==> src/rtl/fetch_queue_pkg.sv <==
// Shared constants for the instruction prefetch queue.
// This file holds the bubble encoding, the entry field widths and the packed entry layout.
package fetch_queue_pkg;

  localparam logic [31:0] NOP_INST_ENC = 32'h0000_0013;  // addi x0,x0,0

  localparam int PC_W    = 32;
  localparam int INST_W  = 32;
  localparam int GUESS_W = 1;
  localparam int ENTRY_W = PC_W + INST_W + GUESS_W;

  localparam int GUESS_LSB = 0;
  localparam int INST_LSB  = GUESS_LSB + GUESS_W;
  localparam int PC_LSB    = INST_LSB + INST_W;

  typedef struct packed {
    logic [PC_W-1:0]    pc;
    logic [INST_W-1:0]  inst;
    logic [GUESS_W-1:0] guess;
  } entry_t;

endpackage

==> src/rtl/fetch_queue_mem.sv <==
// Storage array for the prefetch queue.
// Writes are synchronous. Reads are combinational, so the head entry falls through to the outputs.
module fetch_queue_mem
  import fetch_queue_pkg::*;
#(
  parameter int DEPTH = 4,
  parameter int PTR_W = 2
) (
  input  logic               clk,
  input  logic               we,
  input  logic [PTR_W-1:0]   waddr,
  input  logic [ENTRY_W-1:0] wdata,
  input  logic [PTR_W-1:0]   raddr,
  output logic [ENTRY_W-1:0] rdata
);

  logic [ENTRY_W-1:0] mem_q [DEPTH];

  // NOTE: storage is deliberately left unreset; count gates visibility, so stale words never escape.
  always_ff @(posedge clk) begin
    if (we) mem_q[waddr] <= wdata;
  end

  assign rdata = mem_q[raddr];

endmodule

==> src/rtl/fetch_queue.sv <==
// Prefetch buffer between instruction fetch and decode: FWFT FIFO of {pc, inst, guess}
// entries, emptied on redirect; presents a NOP bubble whenever it is empty.
module fetch_queue
  import fetch_queue_pkg::*;
#(
  parameter int          DEPTH    = 4,
  parameter int          PTR_W    = 2,
  parameter logic [31:0] NOP_INST = NOP_INST_ENC
) (
  input  logic             clk,
  input  logic             rst,
  input  logic             in_valid,
  output logic             in_ready,
  input  logic [31:0]      pc_in,
  input  logic [31:0]      inst_in,
  input  logic             guess_in,
  input  logic             flush,
  input  logic             deq_stall,
  output logic             out_valid,
  output logic [31:0]      pc_out,
  output logic [31:0]      inst_out,
  output logic             guess_out,
  output logic [PTR_W:0]   count
);

  logic [PTR_W-1:0]   rd_ptr_q, rd_ptr_d;
  logic [PTR_W-1:0]   wr_ptr_q, wr_ptr_d;
  logic [PTR_W:0]     count_q, count_d;
  logic               enq, deq;
  entry_t             wr_entry;
  logic [ENTRY_W-1:0] head;

  // in_ready looks only at registered count: a full queue never passes an entry through.
  assign in_ready  = (count_q < (PTR_W+1)'(DEPTH));
  assign out_valid = (count_q != '0);
  assign enq       = in_valid && in_ready && !flush;
  assign deq       = out_valid && !deq_stall && !flush;
  assign wr_entry  = '{pc: pc_in, inst: inst_in, guess: guess_in};

  fetch_queue_mem #(.DEPTH(DEPTH), .PTR_W(PTR_W)) u_mem (
    .clk   (clk),
    .we    (enq),
    .waddr (wr_ptr_q),
    .wdata (wr_entry),
    .raddr (rd_ptr_q),
    .rdata (head)
  );

  // NOTE: every always_comb output gets a default first, so no path can infer a latch.
  always_comb begin
    rd_ptr_d = rd_ptr_q;
    wr_ptr_d = wr_ptr_q;
    count_d  = count_q;
    if (flush) begin
      rd_ptr_d = '0;
      wr_ptr_d = '0;
      count_d  = '0;
    end else begin
      if (enq) wr_ptr_d = wr_ptr_q + PTR_W'(1);
      if (deq) rd_ptr_d = rd_ptr_q + PTR_W'(1);
      case ({enq, deq})
        2'b10:   count_d = count_q + (PTR_W+1)'(1);
        2'b01:   count_d = count_q - (PTR_W+1)'(1);
        default: count_d = count_q;
      endcase
    end
  end

  // NOTE: sequential state uses non-blocking assignments only, so every flop samples pre-edge values.
  always_ff @(posedge clk) begin
    if (!rst) begin
      rd_ptr_q <= '0;
      wr_ptr_q <= '0;
      count_q  <= '0;
    end else begin
      rd_ptr_q <= rd_ptr_d;
      wr_ptr_q <= wr_ptr_d;
      count_q  <= count_d;
    end
  end

  assign count     = count_q;
  assign pc_out    = out_valid ? head[PC_LSB +: PC_W]       : '0;
  assign inst_out  = out_valid ? head[INST_LSB +: INST_W]   : NOP_INST;
  assign guess_out = out_valid ? head[GUESS_LSB]            : 1'b0;

endmodule

==> config.mk <==
export PLATFORM = sky130hd
export DESIGN_NAME = fetch_queue
export DESIGN_NICKNAME = d
export VERILOG_FILES = /design/src/rtl/fetch_queue_pkg.sv /design/src/rtl/fetch_queue_mem.sv /design/src/rtl/fetch_queue.sv
export SDC_FILE = /design/constraint.sdc
export NUM_CORES = 1
export LEC_CHECK = 0
export ABC_AREA = 1
export CELL_PAD_IN_SITES_DETAIL_PLACEMENT = 0
export CELL_PAD_IN_SITES_GLOBAL_PLACEMENT = 1
export CORE_UTILIZATION = 48
export DETAILED_ROUTE_END_ITERATION = 7
export GPL_TIMING_DRIVEN = 0
export PLACE_DENSITY_LB_ADDON = 0.1
export REMOVE_ABC_BUFFERS = 1
export SETUP_SLACK_MARGIN = 0.05
export SLEW_MARGIN = 20
export SYNTH_ARGS = -nofsm -noshare
export SYNTH_HDL_FRONTEND = slang
export SYNTH_SLANG_ARGS = --single-unit
==> constraint.sdc <==
create_clock -name clk -period 6.97 [get_ports clk]
set_clock_uncertainty 0.1 [all_clocks]
set_input_delay 1.394 -clock clk [delete_from_list [all_inputs] [get_ports clk]]
set_output_delay 1.394 -clock clk [all_outputs]
set_load 0.005 [all_outputs]
* Yosys cells after proc, flatten, opt, wreduce, memory -nomap -nowiden *
Memory sizes are Yosys's and may differ from the RTL's. A register that Yosys moved wholly into a read port is not among the register bits.
Index checks and enable logic that the tools add are counted.

word-level totals
  RAM bits = 260
  memories = 1
  logic and storage cells = 29
  flip-flop bits (word level) = 7

memory list
  memory       depth  bits a word  read ports  clocked after Yosys merged registers in  write ports  line                   RTL
  u_mem.mem_q  4      65           1           1                                        1            fetch_queue_mem.sv:17  logic [ENTRY_W-1:0] mem_q [DEPTH];

cells by class
  muxes and demuxes = 8
  equal/unequal tests = 2
  $lt $le $gt $ge = 1
  reduce and logical (&&, ||, !) cells = 9
  bitwise logic cells = 1
  add/sub/neg operators = 4

operator list
  operator                                          count
  two-way mux 32 bit                                2
  one-hot mux 3 bit (2 select lines)                1
  adder 2 x 1 -> 2 bit, second input constant       2
  logical AND 1 bit                                 4
  two-way mux 2 bit                                 2
  adder 3 x 1 -> 3 bit, second input constant       1
  < comparator 3 bit, second input constant         1
  two-way mux 1 bit                                 3
  nonzero test 3 bit                                1
  subtractor 3 x 1 -> 3 bit, second input constant  1
  == test 2 x 1 -> 1 bit, second input constant     1
  == test 2 bit, second input constant              1
  logical NOT 1 bit                                 2
  nonzero test 2 bit                                1
  OR reduction 2 bit                                1
  NOT 1 bit                                         1

* Logic depth before layout (Yosys ltp) *
Gate-level depths: netlist of the first run.

  word-level depth = 5
  depth in mapped cells = 13
  mapped depth without buffers = 13

* By module *
Synthesis of the first run repeated with hierarchy kept, for this count alone.

unflattened totals
  cell total of the unflattened synthesis = 1,218
  area total of the unflattened synthesis = 11,907.7 µm²

by module, submodules not included
  module           cells each  times used  area an instance (µm²)
  fetch_queue_mem  1,027       1           10,976.8
  fetch_queue      191         1           930.9

* Worst setup path after synthesis of the first run *
No wires, ideal clock.

  kind = input-to-reg
  start = in flush
  end = mem u_mem.mem_q[0][0] in the netlist's numbering (enable)
  buffers on the path = 0
  arrival = 4,424 ps
  setup slack = 1,958 ps
  cell stages on the path = 3
  path through = inv_1 nand3_1 nor2_1

on the way
  word-level cells in the longest chain between the ends = 4

ends and longest elaborated chain
  element                                  line                   RTL
  start: declaration                       fetch_queue.sv:17      input logic flush,
  logical NOT 1 bit                        fetch_queue.sv:36      assign enq = in_valid && in_ready && !flush;
  logical AND 1 bit                        fetch_queue.sv:36
  two-way mux 1 bit                        fetch_queue_mem.sv:21  if (we) mem_q[waddr] <= wdata;
  two-way mux 1 bit (not written as such)  fetch_queue_mem.sv:21
  end: declaration                         fetch_queue_mem.sv:17

No other way between the ends.

==> results of run 1 <==
stage by stage:
step,utilization [%],cells,setup WS (ns),total power [mW]
finish,62.5,1269,2.55,3.38
global route,62.5,1269,2.39,3.49
CTS,62.5,1269,2.59,3.41
detailed placement,58.5,1218,3.02,2.03
global placement,56.3,1200,-2.42,2.02
floorplan,-,786,1.18,1.90
worst max path at each step:
stage	startpoint	endpoint	slack (ns)
3_5_place_dp	flush	u_mem.mem_q[3][24]	3.02
3_3_place_gp	flip-flop	pc_out[11]	-2.42
4_1_cts	flip-flop	pc_out[11]	2.59
5_1_grt	flip-flop	pc_out[11]	2.39
6_report	flip-flop	pc_out[11]	2.55
2_1_floorplan	flip-flop	guess_out	1.18
sequential cells by signal, summed over array words and instances, names as in the netlist, named ones only:
signal,flops
u_mem.mem_q,260
count,3
wr_ptr_q,2
rd_ptr_q,2
cells by family (layout without fill, tap and decap cells):
family                     after synthesis  count (layout)  share of synthesized area (%)
AOI/OAI and AO/OA                      204             204                           9.65
buffers and inverters                   69             228                           3.77
DFF                                    269             269                           75.5
and+or+nand+nor                        287             287                           10.3
adders and majority gates                6               6                          0.781
synthesized netlist by cell type, drive strengths merged:
master / n
nand2: 24
buf: 37
o21ai: 131
edfxtp: 260
ha: 5
a21oi: 73
inv: 20
nor2: 259
dfxtp: 9
fa: 1
clkbuf: 12
nand3: 4
routing by layer:
| metal | routed length (um) | global-route usage (%) | up-vias |
|---|---|---|---|
| met4 | 407 | 6.36 | 0 |
| met2 | 11900 | 36.4 | 206 |
| met5 | 0 | 0 | - |
| met3 | 1630 | 4.06 | 28 |
| met1 | 9510 | 26.4 | 3247 |
| li1 | - | - | 3227 |
area by class of cell:
class | instances | area (um2) | area share, %
inverters | 20 | 85.1 | 0.639
clock inverters | 13 | 106 | 0.799
well taps | 275 | 344 | 2.58
multi-input cells | 497 | 2220 | 16.7
flip-flops and latches | 269 | 8000 | 60.1
repair buffers | 157 | 1800 | 13.6
clock buffers | 38 | 759 | 5.70
power by group:
| part | internal, mW | switching, mW |
|---|---|---|
| clock | 0.831 | 0.556 |
| combinational | 0.0935 | 0.0924 |
| sequential | 1.80 | 0.00750 |
critical path, stage by stage (launching register included):
cell and delay, ns:
dfxtp_4 0.48, buf_12 0.24, inv_6 0.24, buf_16 0.34, o21ai_0 0.15, a21oi_1 0.28
clkdlybuf4s50_1 0.56
==> results.cfg, run 1 <==
[outcome]
status = finished clean

[clock_tree]
clock_latency_ns = 0.52
path_clk_slew_ns = 0.06
cts_sinks = 269
cts_root_buf = clkbuf_16
cts_resized = 0
cts.path.max_buffers = 3
cts-htree-levels = 1
tritoncts = done
hold_buffers = 0
cts_setup_buffers = 0
cts_buffers = 28

[global_route]
grt_max_degree = 97
grt_usage_pct = 20.9
grt_pass1_vias = 6767
grt_antenna_before_repair = 0
grt_pass1_wl_um = 35300
gr-total-overflow = 0

[floorplan]
start_util_pct = 49.7
io_pins = 140
die_h_um = 150
dieArea_um2 = 22600
std_cell_rows = 53
coreArea_um2 = 21300
fp.dieW_um = 150

[synth]
synth.avg_cell_area_um2 = 12.7
synth_cell_types = 19
synth_area_leaders = edfxtp_1, nor2_1, a21oi_1, o21ai_0, o21ai_1
syn_area_um2 = 10600
ys.warnings.count = 0
synth_cells = 835
yosysTopAreaCellShare_pct = 73.8
synth_top_cell_by_area = edfxtp_1
synth-seq-cells = 269
ys_seq_area_share_pct = 75.5

[detailed_routing]
wl_per_cell_um = 18.5
totalWireLength_um = 23500
detail-route-antenna-nets = 0
drt-initial-drc-count = 374
first_pass_iters = 5
drc = 0
viasPerCell = 5.29
vias = 6708

[place]
placement.cell_area_um2 = 12400
port_buffers = 139
dp_hpwl_um = 13800
place.gp.congestion = 0.706

[power]
p_leak_nw = 4.49
cellPowerDensity_nw_per_um2 = 254
peakVddDrop_mv = 0.192

[job]
max_cap_violations = 0

[worst_hold_path]
hold_depth = 1
hold_path_end = count[0]
worstHoldStart = count[0]
hp-class = flip-flop to flip-flop

[worst_setup_path]
crit_path_start_kind = flip-flop
worstPathRequired_ns = 5.48
r2r-end = u_mem.mem_q[3][24]
crit_path_max_fanout = 96
timing.rr.start = count[2]
crit_type = flip-flop to primary output
cp-end-kind = primary output
r2r_setup_slack_ns = 4.49
critical_path_arrival_ns = 2.92
ff2ff_path_depth = 5

[timing]
drv_slew = 0
setup_tns_ns = 0
rsz0062_at_grt = no
timing.final.hold_violations = 0
slew_headroom_pct = 48.0
clock.fmax_mhz = 226
holdWs_ns = 0.404
period_share_pct = 63.4
setup_viol = 0
worstMarginPinSlew_ns = 0.778
min_period_ns = 4.42

[cells_and_area]
area_growth_syn_to_layout_pct = 25.9
num_antenna_cells = 0
drive_above_1_share_pct = 6.34
final_cell_mix = edfxtp_1, nor2_1, clkdlybuf4s50_1
final_cell_area_um2 = 13300
layout.nets = 1049
fillers = 1585
final_common_cell = edfxtp_1
No activity file was read; power rests on OpenSTA's default activity.
==> run 2, diff against run 1 <==
CORE_UTILIZATION = 40   (was 48)
clock period = 3.9 ns   (was 6.97 ns; I/O delays follow)
==> results.cfg, run 2 (synthesis gave the netlist of run 1 again) <==
[cells_and_area]
regMostFlops = u_mem.mem_q
final_cell_area_um2 = 13600
final_cell_mix = edfxtp_1, nor2_1, clkdlybuf4s50_1
layout.nets = 1055
regArea_um2 = 8000
fin_util_pct = 52.3
drive_above_1_share_pct = 6.81
final_common_cell = edfxtp_1
largest_reg_flops = 260
multiInputGateArea_um2 = 2220
area_growth_syn_to_layout_pct = 28.5
fillers = 2240
num_antenna_cells = 0

[detailed_routing]
drt-initial-drc-count = 358
detail-route-antenna-nets = 0
totalWireLength_um = 23100
viasPerCell = 4.90
first_pass_iters = 4
wl_per_cell_um = 17.3
drc = 0
vias = 6533

[power]
p_sw_share_pct = 19.5
p_int_mw = 4.96
p_leak_nw = 4.58
clkPwrFrac_pct = 42.0
combinationalPowerShare_pct = 5.5
peakVddDrop_mv = 0.502
total_power_mw = 6.15
cellPowerDensity_nw_per_um2 = 453
p_switching_mw = 1.20
power_frac_seq_pct = 52.5

[global_route]
grt_util_met1_pct = 22.0
grt-busiest-layer = met2
grt_util_met3_pct = 3.84
gr-total-overflow = 0
grt_pass1_wl_um = 34500
grt_antenna_before_repair = 1
met2_usage_pct = 29.2
grt_usage_pct = 17.0
grt_max_degree = 71
grt_pass1_vias = 6155

[worst_setup_path]
crit_path_start_kind = flip-flop
slowest_delay_ns = 0.55
worstPathRequired_ns = 3.02
crit_path_max_fanout = 70
r2r_setup_slack_ns = 1.35
crit_type = flip-flop to primary output
cpMostUsedCell = buf_16
critical_path_arrival_ns = 2.77
path_cells = buf_16, inv_8, buf_16, o21ai_0, a21oi_1, clkdlybuf4s50_1
slowest_stage = clkdlybuf4s50_1
cp-end-kind = primary output

[floorplan]
io_pins = 140
die_h_um = 165
start_util_pct = 40.7
std_cell_rows = 59
dieArea_um2 = 27100
coreArea_um2 = 26000
fp.dieW_um = 165

[timing]
min_period_ns = 3.65
setup_viol = 0
slew_headroom_pct = 58.0
rsz0062_at_grt = no
setup_ws_ns = 0.248
period_share_pct = 93.6
holdWs_ns = 0.388
drv_slew = 0
timing.final.hold_violations = 0
worstMarginPinSlew_ns = 0.628
clock.fmax_mhz = 274

[place]
dp_hpwl_um = 13000
place.gp.congestion = 0.668
pre_cts_slack_ns = 0.436
placement.cell_area_um2 = 12700
port_buffers = 139

[clock_tree]
cts_sinks = 269
tritoncts = done
path_clk_slew_ns = 0.06
cts_buffers = 30
hold_buffers = 0
cts_root_buf = clkbuf_16
cts.path.max_buffers = 3
cts-htree-levels = 1
clock_latency_ns = 0.54

[worst_hold_path]
hp-class = flip-flop to flip-flop

[outcome]
status = finished clean

[job]
max_cap_violations = 0
[run 2: stage by stage]
step	TNS, ns	instances
6_report	0	1333
5_1_grt	0	1333
3_3_place_gp	-1316.72	1260
4_1_cts	0	1332
3_5_place_dp	0	1281
2_1_floorplan	-211.58	786
[run 2: critical path: cells and delay by family (launching register included)]
| kind | cells | cell delay (ns) |
|---|---|---|
| flops | 1 | 0.40 |
| buf+inv | 4 | 1.42 |
| compound gates | 2 | 0.40 |
[run 2: power by group through the flow]
stage / Clock, mW / Sequential, mW / Combinational, mW
floorplan: 0 / 3.30 / 0.102
global placement: 0 / 3.31 / 0.310
detailed placement: 0 / 3.29 / 0.344
CTS: 2.65 / 3.23 / 0.346
global route: 2.77 / 3.23 / 0.373
finish: 2.58 / 3.23 / 0.339
[run 2: repair_timing]
| action | CTS | global route |
|---|---|---|
| gates resized for setup | 0 | 1 |
| setup buffers | 0 | 1 |
| setup endpoints to repair | 0 | 16 |
| hold endpoints to repair | 0 | 0 |
[run 2: path summary, 6_finish.rpt]
| path | from | endpoint | cells past startpoint |
|---|---|---|---|
| worst max-delay path | flip-flop | pc_out[17] | 6 |
| worst min-delay path | rd_ptr_q[1] | flip-flop | 2 |
| worst min register to register | rd_ptr_q[1] | flip-flop | 2 |
| worst max register to register | count[2] | u_mem.mem_q[1][39] | 6 |
[run 2: cell type report]
type / instances / share of cell area [%]
sequential: 269 / 58.9
timing repair buffer: 161 / 14.4
multi-input combinational: 497 / 16.3
tap: 335 / 3.09
clock inverter: 12 / 0.764
inverter: 20 / 0.645
clock buffer: 39 / 5.93
[run 2: routing by layer]
layer	part of all wire, %	up-vias	wire length, um
met5	0	-	0
met4	1.8	0	414
met3	5.3	35	1220
met2	49	118	11200
met1	44	3139	10200
li1	-	3241	-
